===== config.mk =====
export PLATFORM = sky130hd
export DESIGN_NAME = mem_arbiter
export DESIGN_NICKNAME = d
export VERILOG_FILES = /design/src/rtl/mem_arbiter.sv
export SDC_FILE = /design/constraint.sdc
export NUM_CORES = 1
export LEC_CHECK = 0
export BUFFER_PORTS_ARGS = -buffer_cell sky130_fd_sc_hd__buf_2
export CORE_ASPECT_RATIO = 0.9
export CORE_MARGIN = 5
export CORE_UTILIZATION = 51
export CTS_BUF_LIST = sky130_fd_sc_hd__clkbuf_4 sky130_fd_sc_hd__clkbuf_8 sky130_fd_sc_hd__clkbuf_16
export CTS_CLUSTER_SIZE = 30
export DETAILED_ROUTE_END_ITERATION = 8
export PLACE_DENSITY = 0.85
export SYNTH_ARGS = -nofsm -noshare
export SYNTH_HDL_FRONTEND = slang
export SYNTH_SLANG_ARGS = --single-unit

===== constraint.sdc =====
create_clock -name clk -period 4.3 [get_ports clk]
set_input_delay 0.86 -clock clk [delete_from_list [all_inputs] [get_ports clk]]
set_output_delay 0.86 -clock clk [all_outputs]
set_load 0.02 [all_outputs]

===== src/rtl/mem_arbiter.sv =====
// Single-port memory arbiter between the processor port (P) and the loader port (L).
// P has fixed priority; L is forced through after STARVE_MAX consecutive losses.
module mem_arbiter #(
    parameter int WIDTH      = 16,
    parameter int MEM_LAT    = 1,
    parameter int STARVE_MAX = 4
) (
    input  logic             clk,
    input  logic             reset,
    input  logic             p_req,
    input  logic             p_we,
    input  logic [WIDTH-1:0] p_adr,
    input  logic [WIDTH-1:0] p_wdata,
    output logic             p_gnt,
    output logic [WIDTH-1:0] p_rdata,
    output logic             p_rvalid,
    input  logic             l_req,
    input  logic             l_we,
    input  logic [WIDTH-1:0] l_adr,
    input  logic [WIDTH-1:0] l_wdata,
    output logic             l_gnt,
    output logic [WIDTH-1:0] l_rdata,
    output logic             l_rvalid,
    output logic             mem_re,
    output logic             mem_we,
    output logic [WIDTH-1:0] mem_adr,
    output logic [WIDTH-1:0] mem_wdata,
    input  logic [WIDTH-1:0] mem_rdata
);

    localparam logic [1:0] IDLE  = 2'd0;
    localparam logic [1:0] ISSUE = 2'd1;
    localparam logic [1:0] WAIT  = 2'd2;

    localparam int            CW        = $clog2(STARVE_MAX + 1);
    localparam logic [CW-1:0] STARVE_TOP = CW'(STARVE_MAX);
    localparam logic [1:0]    LAT_INIT  = 2'(MEM_LAT);

    logic [1:0]       state;
    logic [CW-1:0]    starveCnt;
    logic [1:0]       latCnt;
    logic             ownerL;

    logic             anyReq;
    logic             lWins;
    logic             selWe;
    logic [WIDTH-1:0] selAdr;
    logic [WIDTH-1:0] selWdata;

    always_comb begin
        anyReq   = p_req | l_req;
        lWins    = l_req & (~p_req | (starveCnt == STARVE_TOP));
        selWe    = lWins ? l_we    : p_we;
        selAdr   = lWins ? l_adr   : p_adr;
        selWdata = lWins ? l_wdata : p_wdata;
    end

    // Strobes and grants are registered on the IDLE->ISSUE edge so they are
    // visible for exactly the ISSUE cycle.
    always_ff @(posedge clk or negedge reset) begin
        if (!reset) begin
            state     <= IDLE;
            starveCnt <= '0;
            latCnt    <= '0;
            ownerL    <= 1'b0;
            p_gnt     <= 1'b0;
            p_rdata   <= '0;
            p_rvalid  <= 1'b0;
            l_gnt     <= 1'b0;
            l_rdata   <= '0;
            l_rvalid  <= 1'b0;
            mem_re    <= 1'b0;
            mem_we    <= 1'b0;
            mem_adr   <= '0;
            mem_wdata <= '0;
        end else begin
            p_gnt    <= 1'b0;
            l_gnt    <= 1'b0;
            p_rvalid <= 1'b0;
            l_rvalid <= 1'b0;
            mem_re   <= 1'b0;
            mem_we   <= 1'b0;
            case (state)
                IDLE: begin
                    if (anyReq) begin
                        ownerL    <= lWins;
                        mem_adr   <= selAdr;
                        mem_wdata <= selWdata;
                        mem_re    <= ~selWe;
                        mem_we    <= selWe;
                        p_gnt     <= ~lWins;
                        l_gnt     <= lWins;
                        state     <= ISSUE;
                    end
                    if (!l_req || lWins) begin
                        starveCnt <= '0;
                    end else if (starveCnt != STARVE_TOP) begin
                        starveCnt <= starveCnt + 1'b1;
                    end
                end
                ISSUE: begin
                    latCnt <= LAT_INIT;
                    state  <= mem_we ? IDLE : WAIT;
                end
                WAIT: begin
                    latCnt <= latCnt - 1'b1;
                    if (latCnt == 2'd1) begin
                        if (ownerL) begin
                            l_rdata  <= mem_rdata;
                            l_rvalid <= 1'b1;
                        end else begin
                            p_rdata  <= mem_rdata;
                            p_rvalid <= 1'b1;
                        end
                        state <= IDLE;
                    end
                end
                default: state <= IDLE;
            endcase
        end
    end

endmodule


==> flow_metrics.env, run 1 <==
export IMPL_async_reset_ff_share_pct=100.0
export IMPL_antenna_found_initial=0
export IMPL_wl_met1_um=4045
export IMPL_syn_cell_area_mm2=0.003527
export IMPL_highest_layer="met4"
export IMPL_crit_fanout=39
export IMPL_final_cells=546
export IMPL_cp_start_kind="input pin"
export IMPL_numPortBuffers=155
export IMPL_start_util_pct=52.99
export IMPL_postCtsSetupBuffers=0
export IMPL_clk_pin_slew_worst_paths_ps=80
export IMPL_min_period_over_period_pct=57.48
export IMPL_hold_class="reg -> reg"
export IMPL_synth_seq_cells=78
export IMPL_regToRegSetupSlack_ps=1890
export IMPL_ant_nets=0
export IMPL_h_tree_depth=3
export IMPL_synth_flop_cell="dfrtp_1"
export IMPL_crit_path_end_kind="flop"
export IMPL_routed_wl_met3_um=756
export IMPL_grt_usage_pct=20.84
export IMPL_rows=28
export IMPL_nets=543
export IMPL_slew_viol_final=0
export IMPL_wl_per_cell_um=16.41
export IMPL_drt_total_wl_um=8958
export IMPL_ir_drop_uv=327.5
export IMPL_syn_inst=305
export IMPL_met2_length_um=4081
export IMPL_yosysWarnings=0
export IMPL_grt_pass1_vias=2996
export IMPL_layout_setup_ws_ps=1828
export IMPL_n_antenna_cell=0
export IMPL_drv_cap=0
export IMPL_grt_pass1_wl_um=14470
export IMPL_ys_types=33
export IMPL_fin_worst_skew_ps=10.32
export IMPL_ios=156
export IMPL_globalplace_congestion=0.8370
export IMPL_crit_type="in -> reg"
export IMPL_cts_tree="yes"
export IMPL_cts_made_buffers=9
export IMPL_cp_required_ps=4540
export IMPL_layout_cell_area_non_filler_mm2=0.004516
export IMPL_p_leak_nw=2.283
export IMPL_max_freq_ghz=0.4046
export IMPL_drc_errors=0
export IMPL_grt_max_degree=79
export IMPL_drive_gt1_share_pct=46.49
export IMPL_chipHeight_um=88.90
export IMPL_die_w_um=97.66
export IMPL_syn_nets=397
export IMPL_finalHoldViolations=0
export IMPL_min_period_ps=2472
export IMPL_cts_root_buf="clkbuf_8"
export IMPL_dp_cells=530
export IMPL_grt_ovfl_total=0
export IMPL_setup_tns_ps=0
export IMPL_synth_area_per_cell_um2=11.56
export IMPL_place_ws_ps=1478
export IMPL_vias=2954
export IMPL_holdBufCountCts=0
export IMPL_dp_hpwl_um=6555
export IMPL_cts_repair_resize_count=0
export IMPL_timing_hold_ws_ps=496.4
export IMPL_fin_util_pct=67.84
export IMPL_maxSlewHeadroom_pct=27.30
export IMPL_worst_pin_slew_ps=1091
export IMPL_first_iter_violations=122
export IMPL_final_setup_viol_count=0
export IMPL_core_area_mm2=0.006656
export IMPL_placed_area_mm2=0.004314
export IMPL_fin_total_pwr_mw=3.496
export IMPL_worstPathArrival_ps=2720
export IMPL_synthToLayoutAreaGrowth_pct=28.02
export IMPL_clk_latency_ps=330
export IMPL_synth_edf_count=0
export IMPL_status="finished clean"
export IMPL_cts_buffer_depth=2
export IMPL_clock_sinks=78
export IMPL_dieArea_mm2=0.008681
export IMPL_ys_seq_area_share_pct=55.34
export IMPL_dr_pass1_iters=4
export IMPL_via_per_inst=5.410
export IMPL_rsz0062_at_grt="false"
export IMPL_powerDensity_mw_per_mm2=774.1
[path summary, 6_finish.rpt]
kind | startpoint | end | cells past startpoint
worst max-delay path | l_req | mem_adr[7]$_DFFE_PN0P_ | 4
worst min-delay path | mem_adr[11]$_DFFE_PN0P_ | mem_adr[11]$_DFFE_PN0P_ | 2
worst max register to register | state[0]$_DFFE_PN0P_ | mem_adr[7]$_DFFE_PN0P_ | 6
worst min register to register | mem_adr[11]$_DFFE_PN0P_ | mem_adr[11]$_DFFE_PN0P_ | 2
max in group asynchronous | reset | mem_adr[11]$_DFFE_PN0P_ | 1
min in group asynchronous | reset | l_rdata[13]$_DFFE_PN0P_ | 1
[flip-flops by register name, summed over array words and instances, names as in the netlist]
register,flops
l_rdata,16
mem_adr,16
mem_wdata,16
p_rdata,16
starveCnt,3
latCnt,2
state,2
l_gnt,1
l_rvalid,1
mem_re,1
mem_we,1
ownerL,1
p_gnt,1
p_rvalid,1
[power breakdown]
| group | internal [mW] | total, mW | switching (mW) | leakage [nW] |
|---|---|---|---|---|
| Combinational | 0.663 | 1.67 | 1.01 | 1.24 |
| Clock | 0.278 | 0.545 | 0.267 | 0.0925 |
| Sequential | 1.08 | 1.28 | 0.194 | 0.946 |
| Total | 2.02 | 3.50 | 1.47 | 2.28 |
[layout by cell type, fill, tap and decap left out, types with 2 or more instances in the layout]
cell type / instances
clkinvlp_4: 3
o21a_1: 2
nand3_1: 3
a21oi_1: 2
buf_2: 154
buf_4: 4
a21o_1: 2
mux2_4: 18
a221o_1: 2
nand4_1: 32
mux2_2: 14
clkbuf_8: 9
inv_1: 8
o211ai_1: 30
dfrtp_1: 78
ha_1: 6
and3_1: 2
nor3_1: 2
nand2_1: 63
o21ai_0: 4
[Yosys cell counts, types with 2 or more instances]
cell type | number | area share (%)
nand4_1 | 32 | 5.7
ha_1 | 6 | 2.1
inv_1 | 8 | 0.85
a21oi_1 | 2 | 0.28
and3_1 | 2 | 0.35
o21ai_0 | 4 | 0.57
o21a_1 | 2 | 0.43
buf_4 | 2 | 0.43
nor2_1 | 2 | 0.21
buf_6 | 2 | 0.64
nand2_1 | 63 | 6.7
mux2_2 | 14 | 4.5
buf_2 | 16 | 2.3
clkbuf_1 | 3 | 0.32
a221o_1 | 2 | 0.57
nand3_1 | 3 | 0.43
mux2_4 | 18 | 7.7
dfrtp_1 | 78 | 55
nor3_1 | 2 | 0.28
a21o_1 | 2 | 0.43
o211ai_1 | 30 | 6.4
[metal layers]
metal / track usage (%) / vias to the layer above
li1: - / 1387
met1: 28.02 / 1403
met2: 33.79 / 156
met3: 5.148 / 8
met4: 7.044 / 0
met5: 0 / -
[area by class of cell]
cell class              count  area [um^2]
clock buffers              10        131.4
clock inverters             6        70.07
fillers                   507         2141
inverters                   8        30.03
multi-input cells         196         1419
flip-flops and latches     78         1952
well taps                  90        112.6
repair buffers            158        800.8
[worst max-delay path, cell delays in order]
cell	delay (ps)
buf_2	540
o21a_1	920
nand2_1	150
o211ai_1	220
[kinds of logic after synthesis]
kind of cell	Yosys count	share of synthesized area (%)
AO/OA/AOI/OAI	48	10.36
adder cells (fa/ha/maj)	6	2.128
buffers and inverters	31	4.505
flip-flops	78	55.34
multiplexers	33	12.42
AND/OR/NAND/NOR	109	15.25
No activity file was read; power rests on OpenSTA's default activity.
==> inputs of run 2 (changes only) <==
--- a/config.mk
+++ b/config.mk
@@ -5,14 +5,15 @@
 export SDC_FILE = /design/constraint.sdc
 export NUM_CORES = 1
 export LEC_CHECK = 0
+export ABC_AREA = 1
 export BUFFER_PORTS_ARGS = -buffer_cell sky130_fd_sc_hd__buf_2
 export CORE_ASPECT_RATIO = 0.9
 export CORE_MARGIN = 5
-export CORE_UTILIZATION = 51
+export CORE_UTILIZATION = 43
 export CTS_BUF_LIST = sky130_fd_sc_hd__clkbuf_4 sky130_fd_sc_hd__clkbuf_8 sky130_fd_sc_hd__clkbuf_16
 export CTS_CLUSTER_SIZE = 30
 export DETAILED_ROUTE_END_ITERATION = 8
-export PLACE_DENSITY = 0.85
+export PLACE_DENSITY = 0.76
 export SYNTH_ARGS = -nofsm -noshare
 export SYNTH_HDL_FRONTEND = slang
 export SYNTH_SLANG_ARGS = --single-unit
==> constraint.sdc (replaced) <==
create_clock -name clk -period 2.07 [get_ports clk]
set_input_delay 0.414 -clock clk [delete_from_list [all_inputs] [get_ports clk]]
set_output_delay 0.414 -clock clk [all_outputs]
set_load 0.02 [all_outputs]
==> run 2 against run 1 <==
  * Die area increased by 21%
  * Global-route usage decreased by 2.1 points
  * Worst hold slack got worse by 170 ps
  * Clock-buffer cell count unchanged
  * Core utilization decreased by 12 points
  * Critical path depth increased by 3
  * Via count increased by 15%
  * Power increased by 97%
  * Critical path type is now reg -> reg
  * Sequential share of layout area decreased by 2.1 points
  * Synthesized cell count increased by 49%
==> flow_metrics.env, run 2 <==
export IMPL_vias=3386
export IMPL_layout_commonest_cell="buf_2"
export IMPL_synth_top_cells_by_count="131 x nand2_1, 90 x inv_1, 78 x dfrtp_1"
export IMPL_grt_max_degree=53
export IMPL_grt_usage_pct=18.74
export IMPL_synth_edf_count=0
export IMPL_async_reset_ff_share_pct=100.0
export IMPL_synth_top_area_share_pct=53.32
export IMPL_yosysWarnings=0
export IMPL_synthSimpleGateAreaFrac_pct=25.26
export IMPL_h_tree_depth=3
export IMPL_fin_worst_skew_ps=10.91
export IMPL_cts_made_buffers=9
export IMPL_dp_hpwl_um=7234
export IMPL_drc_errors=0
export IMPL_grt_pass1_wl_um=15860
export IMPL_multiInputGateArea_mm2=0.001224
export IMPL_die_w_um=107.3
export IMPL_chipHeight_um=97.54
export IMPL_synth_xor_area_share_pct=0.2392
export IMPL_synth_top_family_by_area="simple AND/OR/NAND/NOR gates"
export IMPL_powerDensity_mw_per_mm2=1448
export IMPL_setup_tns_ps=0
export IMPL_dr_pass1_iters=4
export IMPL_rows=32
export IMPL_drv_cap=0
export IMPL_min_period_ps=1637
export IMPL_n_antenna_cell=0
export IMPL_synth_most_common_cell="nand2_1"
export IMPL_cp_required_ps=2300
export IMPL_cts_tree="yes"
export IMPL_cp_top_family="buffers and inverters"
export IMPL_timing_hold_ws_ps=322.2
export IMPL_max_freq_ghz=0.6108
export IMPL_syn_cell_area_mm2=0.003661
export IMPL_worst_pin_slew_ps=372.9
export IMPL_ir_drop_uv=579.1
export IMPL_routed_wl_met3_um=615
export IMPL_critPathMaxStageDelay_ps=400
export IMPL_synthToLayoutAreaGrowth_pct=29.60
export IMPL_wl_per_cell_um=13.07
export IMPL_crit_fanout=25
export IMPL_seqCellArea_mm2=0.001952
export IMPL_syn_nets=547
export IMPL_crit_type="reg -> reg"
export IMPL_path_buf_inv=2
export IMPL_crit_chain="inv_1 -> ha_1 -> nand2_1 -> nand2_2 -> buf_4 -> nor2_1 -> o21a_1"
export IMPL_status="finished clean"
export IMPL_via_per_inst=4.632
export IMPL_maxSlewHeadroom_pct=75.14
export IMPL_drt_total_wl_um=9557
export IMPL_crit_path_end_kind="flop"
export IMPL_clk_latency_ps=340
export IMPL_nets=699
export IMPL_rsz0062_at_grt="false"
export IMPL_highest_layer="met4"
export IMPL_ios=156
export IMPL_drive_gt1_share_pct=30.07
export IMPL_ant_nets=0
export IMPL_cts_root_buf="clkbuf_8"
export IMPL_globalplace_congestion=0.8515
export IMPL_most_common_layout_cells="154 x buf_2, 131 x nand2_1, 90 x inv_1"
export IMPL_dieArea_mm2=0.01046
export IMPL_wl_met1_um=3711
export IMPL_min_period_over_period_pct=79.09
export IMPL_cts_buffer_depth=2
export IMPL_hold_class="in -> reg"
export IMPL_finalHoldViolations=0
export IMPL_start_util_pct=43.34
export IMPL_clock_sinks=78
export IMPL_worstPathArrival_ps=1870
export IMPL_synth_compound_area_share_pct=5.878
export IMPL_synthAdderAreaFrac_pct=2.051
export IMPL_ys_top_cells_by_area="dfrtp_1 53%, nand2_1 13%, nand3_1 10%"
export IMPL_syn_inst=455
export IMPL_final_setup_viol_count=0
export IMPL_numPortBuffers=155
export IMPL_met2_length_um=5022
export IMPL_slowest_stage="dfrtp_1"
export IMPL_yosysTopAreaCell="dfrtp_1"
export IMPL_fill_cells=793
export IMPL_grt_pass1_vias=3490
export IMPL_p_leak_nw=2.875
export IMPL_synth_seq_cells=78
export IMPL_synth_area_per_cell_um2=8.046
export IMPL_cp_start_kind="flop"
export IMPL_antenna_found_initial=0
export IMPL_core_area_mm2=0.008448
export IMPL_clk_pin_slew_worst_paths_ps=90
export IMPL_first_iter_violations=166
export IMPL_ys_types=21
export IMPL_slew_viol_final=0
export IMPL_ys_seq_area_share_pct=53.32
export IMPL_synth_mux_area_share_pct=0
export IMPL_synth_flop_cell="dfrtp_1"
export IMPL_grt_ovfl_total=0
run 2: layout make-up:
cell class | instances | share of cell area, %
Timing Repair Buffer | 164 | 18.41
Tap cell | 119 | 3.138
Sequential cell | 78 | 41.14
Clock buffer | 10 | 2.769
Clock inverter | 6 | 1.503
Inverter | 91 | 7.252
Multi-Input combinational cell | 263 | 25.79
run 2: cell families (layout without fill, tap and decap cells):
logic type,after synthesis,in the layout
and+or+nand+nor,214,214
AOI/OAI and AO/OA,42,42
xor gates and xnor gates,1,1
buffers and inverters,114,271
adders and majority gates,6,6
DFF,78,78
run 2: power by group:
part	internal [mW]	switching, mW	total (mW)
clock network	0.579	0.563	1.14
logic	1.03	2.09	3.11
registers	2.24	0.381	2.62
run 2: final timing paths:
kind                            slack, ps                        end  cells past startpoint                      from
worst max-delay path                  430   starveCnt[2]$_DFFE_PN0P_                      7  starveCnt[0]$_DFFE_PN0P_
worst min-delay path                  320    l_rdata[14]$_DFFE_PN0P_                      3             mem_rdata[14]
worst max register to register        430   starveCnt[2]$_DFFE_PN0P_                      7  starveCnt[0]$_DFFE_PN0P_
worst min register to register        480    mem_adr[11]$_DFFE_PN0P_                      2   mem_adr[11]$_DFFE_PN0P_
max in group asynchronous             970       state[0]$_DFFE_PN0P_                      3                     reset
min in group asynchronous             530  mem_wdata[14]$_DFFE_PN0P_                      2                     reset
run 2: per-layer routing:
metal  global-route usage [%]  up-vias
li1                         -     1700
met4                    8.260        0
met2                    33.38      103
met5                        0        -
met1                    21.36     1566
met3                    3.987       17
run 2: stage by stage:
step	power, mW	area, um^2	setup slack, ps	utilization [%]	std cells
after CTS	6.958	4745	437.7	56.16	731
after global routing	7.411	4745	262.8	56.16	731
after global placement	5.670	4532	525.5	53.64	714
after detailed placement	5.791	4532	450.8	53.64	714
final	6.871	4745	432.8	56.16	731
after floorplan	4.660	3661	781.9	-	455
run 2: what timing repair did:
action / in CTS / in global routing
hold endpoints to repair: 26 / 0
setup buffers: 0 / 0
gates resized for setup: 0 / 0
hold buffers: 1 / 0
run 2: worst register-to-register path: cells and delay by family, from the launching register on:
family	cells	cell delay, ps
adder cells (fa/ha/maj)	1	160
AO/OA/AOI/OAI	1	180
AND/OR/NAND/NOR	3	380
flip-flops	1	400
buffers and inverters	2	420
==> inputs of run 3 (changes only) <==
--- a/config.mk
+++ b/config.mk
@@ -5,7 +5,7 @@
 export SDC_FILE = /design/constraint.sdc
 export NUM_CORES = 1
 export LEC_CHECK = 0
-export ABC_AREA = 1
+export ABC_AREA = 0
 export BUFFER_PORTS_ARGS = -buffer_cell sky130_fd_sc_hd__buf_2
 export CORE_ASPECT_RATIO = 0.9
 export CORE_MARGIN = 5
@@ -13,7 +13,7 @@
 export CTS_BUF_LIST = sky130_fd_sc_hd__clkbuf_4 sky130_fd_sc_hd__clkbuf_8 sky130_fd_sc_hd__clkbuf_16
 export CTS_CLUSTER_SIZE = 30
 export DETAILED_ROUTE_END_ITERATION = 8
-export PLACE_DENSITY = 0.76
+export PLACE_DENSITY = 0.77
 export SYNTH_ARGS = -nofsm -noshare
 export SYNTH_HDL_FRONTEND = slang
 export SYNTH_SLANG_ARGS = --single-unit
==> constraint.sdc (replaced) <==
create_clock -name clk -period 1.5 [get_ports clk]
set_input_delay 0.3 -clock clk [delete_from_list [all_inputs] [get_ports clk]]
set_output_delay 0.3 -clock clk [all_outputs]
set_load 0.02 [all_outputs]
==> run 3 against run 2 <==
  * Worst setup slack got worse by 400 ps
  * Maximum frequency rose by 12%
  * Non-clock buffer count rose by 15
  * Clock skew barely moved
  * Sequential share of layout area fell by 1.3 points
  * Largest power group unchanged
  * Highest routed layer is now met5
==> flow_metrics.env, run 3 (synthesis results as in run 1) <==
export IMPL_status="finished clean"
export IMPL_fin_worst_skew_ps=11.14
export IMPL_most_common_layout_cells="154 x buf_2, 78 x dfrtp_1, 63 x nand2_1"
export IMPL_layout_cell_area_non_filler_mm2=0.004893
export IMPL_grt_pass1_vias=3127
export IMPL_clk_latency_ps=340
export IMPL_chipHeight_um=95.92
export IMPL_drc_errors=0
export IMPL_globalplace_congestion=0.7522
export IMPL_dieArea_mm2=0.01012
export IMPL_dp_hpwl_um=6939
export IMPL_drt_total_wl_um=9608
export IMPL_worstRegToRegCells=6
export IMPL_wl_per_cell_um=16.65
export IMPL_via_per_inst=5.303
export IMPL_slew_viol_final=0
export IMPL_final_setup_viol_count=0
export IMPL_clk_pin_slew_worst_paths_ps=70
export IMPL_min_period_over_period_pct=97.78
export IMPL_max_freq_ghz=0.6818
export IMPL_hold_class="in -> reg"
export IMPL_grt_ovfl_total=0
export IMPL_cts_root_buf="clkbuf_8"
export IMPL_dr_pass1_iters=4
export IMPL_grt_pass1_wl_um=15300
export IMPL_cts_buffer_depth=2
export IMPL_crit_fanout=5
export IMPL_timing_hold_ws_ps=187.3
export IMPL_placed_area_mm2=0.004573
export IMPL_h_tree_depth=3
export IMPL_drv_cap=0
export IMPL_cts_tree="yes"
export IMPL_layout_commonest_cell="buf_2"
export IMPL_first_iter_violations=135
export IMPL_maxSlewHeadroom_pct=66.05
export IMPL_p_leak_nw=2.450
export IMPL_n_antenna_cell=0
export IMPL_grt_max_degree=49
export IMPL_regToRegSetupSlack_ps=30
export IMPL_powerDensity_mw_per_mm2=2165
export IMPL_core_area_mm2=0.008029
export IMPL_rows=31
export IMPL_cp_required_ps=1720
export IMPL_numPortBuffers=155
export IMPL_cp_start_kind="flop"
export IMPL_hold_depth=2
export IMPL_vias=3060
export IMPL_min_from="p_wdata[15]"
export IMPL_clock_sinks=78
export IMPL_ant_nets=0
export IMPL_finalHoldViolations=0
export IMPL_drive_gt1_share_pct=50.21
export IMPL_start_util_pct=43.93
export IMPL_cts_made_buffers=9
export IMPL_ios=156
export IMPL_synthToLayoutAreaGrowth_pct=38.74
export IMPL_min_period_ps=1467
export IMPL_die_w_um=105.5
export IMPL_fin_util_pct=60.95
export IMPL_worst_pin_slew_ps=509.2
export IMPL_r2r_end="mem_adr[15]$_DFFE_PN0P_"
export IMPL_fin_total_pwr_mw=10.59
export IMPL_antenna_found_initial=1
export IMPL_crit_path_end_kind="flop"
export IMPL_ir_drop_uv=839.0
export IMPL_nets=565
export IMPL_worstPathArrival_ps=1690
export IMPL_crit_type="reg -> reg"
export IMPL_min_to="mem_wdata[15]$_DFFE_PN0P_"
export IMPL_grt_usage_pct=19.29
export IMPL_r2r_start="starveCnt[0]$_DFFE_PN0P_"
-- run 3: cell types whose count changed in the layout (fill, tap and decap cells not counted), sizes merged, moves of 15 or more --
cell    before  now
buf        163  178
nand3       73    4
nand4        2   32
o211ai       0   30
inv         92    8
mux2         0   32
nand2      133   63
o21ai       38    5
-- run 3: how the worst max path moves through the flow --
stage	from	cells after the start	slack [ps]	to
finish	starveCnt[0]$_DFFE_PN0P_	6	30	mem_adr[15]$_DFFE_PN0P_
global route	starveCnt[0]$_DFFE_PN0P_	6	-10	mem_adr[15]$_DFFE_PN0P_
CTS	starveCnt[0]$_DFFE_PN0P_	6	8	mem_adr[15]$_DFFE_PN0P_
detailed placement	starveCnt[0]$_DFFE_PN0P_	5	-550	mem_adr[5]$_DFFE_PN0P_
global placement	starveCnt[0]$_DFFE_PN0P_	5	-450	mem_wdata[8]$_DFFE_PN0P_
floorplan	state[0]$_DFFE_PN0P_	5	20	l_rdata[10]$_DFFE_PN0P_
-- run 3: layer usage --
metal | track usage, % | vias up | share of wire, %
li1 | - | 1427 | -
met4 | 6.995 | 2 | 1.9
met3 | 7.243 | 18 | 10
met5 | 0 | - | 0.11
met1 | 24.02 | 1452 | 42
met2 | 30.94 | 161 | 46
-- run 3: worst max-delay path, cell delays in order, from the launching register on --
cell and delay, ps:
dfrtp_1 360, inv_1 90, ha_4 190, a21boi_4 260
buf_6 160, nor3_1 40, a221o_1 250
-- run 3: power breakdown --
| group | switching [mW] | internal [mW] | total, mW |
|---|---|---|---|
| logic | 3.02 | 2.36 | 5.38 |
| registers | 0.548 | 3.10 | 3.65 |
| clock network | 0.752 | 0.810 | 1.56 |
| total | 4.32 | 6.27 | 10.6 |
-- run 3: final cells by class --
class | count | area [um^2]
clock buffer | 11 | 138.9
multi-input combinational | 197 | 1486
clock inverter | 5 | 60.06
inverter | 8 | 30.03
timing repair buffer | 179 | 1102
tap | 99 | 123.9
fill | 685 | 3136
sequential | 78 | 1952
-- run 3: timing repair --
action / 4_1_cts / 5_1_grt
pin swaps: 2 / 2
gates cloned: 1 / 0
endpoints found under the setup margin: 33 / 33
endpoints found under the hold margin: 78 / 0
hold buffers: 1 / 0
resized for setup: 8 / 6
buffers inserted: 1 / 1
-- run 3: stage by stage --
step           setup TNS (ps)  std cells  setup slack (ps)
6_report                    0        577             33.35
5_1_grt                -13.80        577            -13.80
4_1_cts                     0        576             8.298
3_5_place_dp           -16150        557            -554.8
3_3_place_gp           -13360        557            -445.8
2_1_floorplan               0        305             16.89
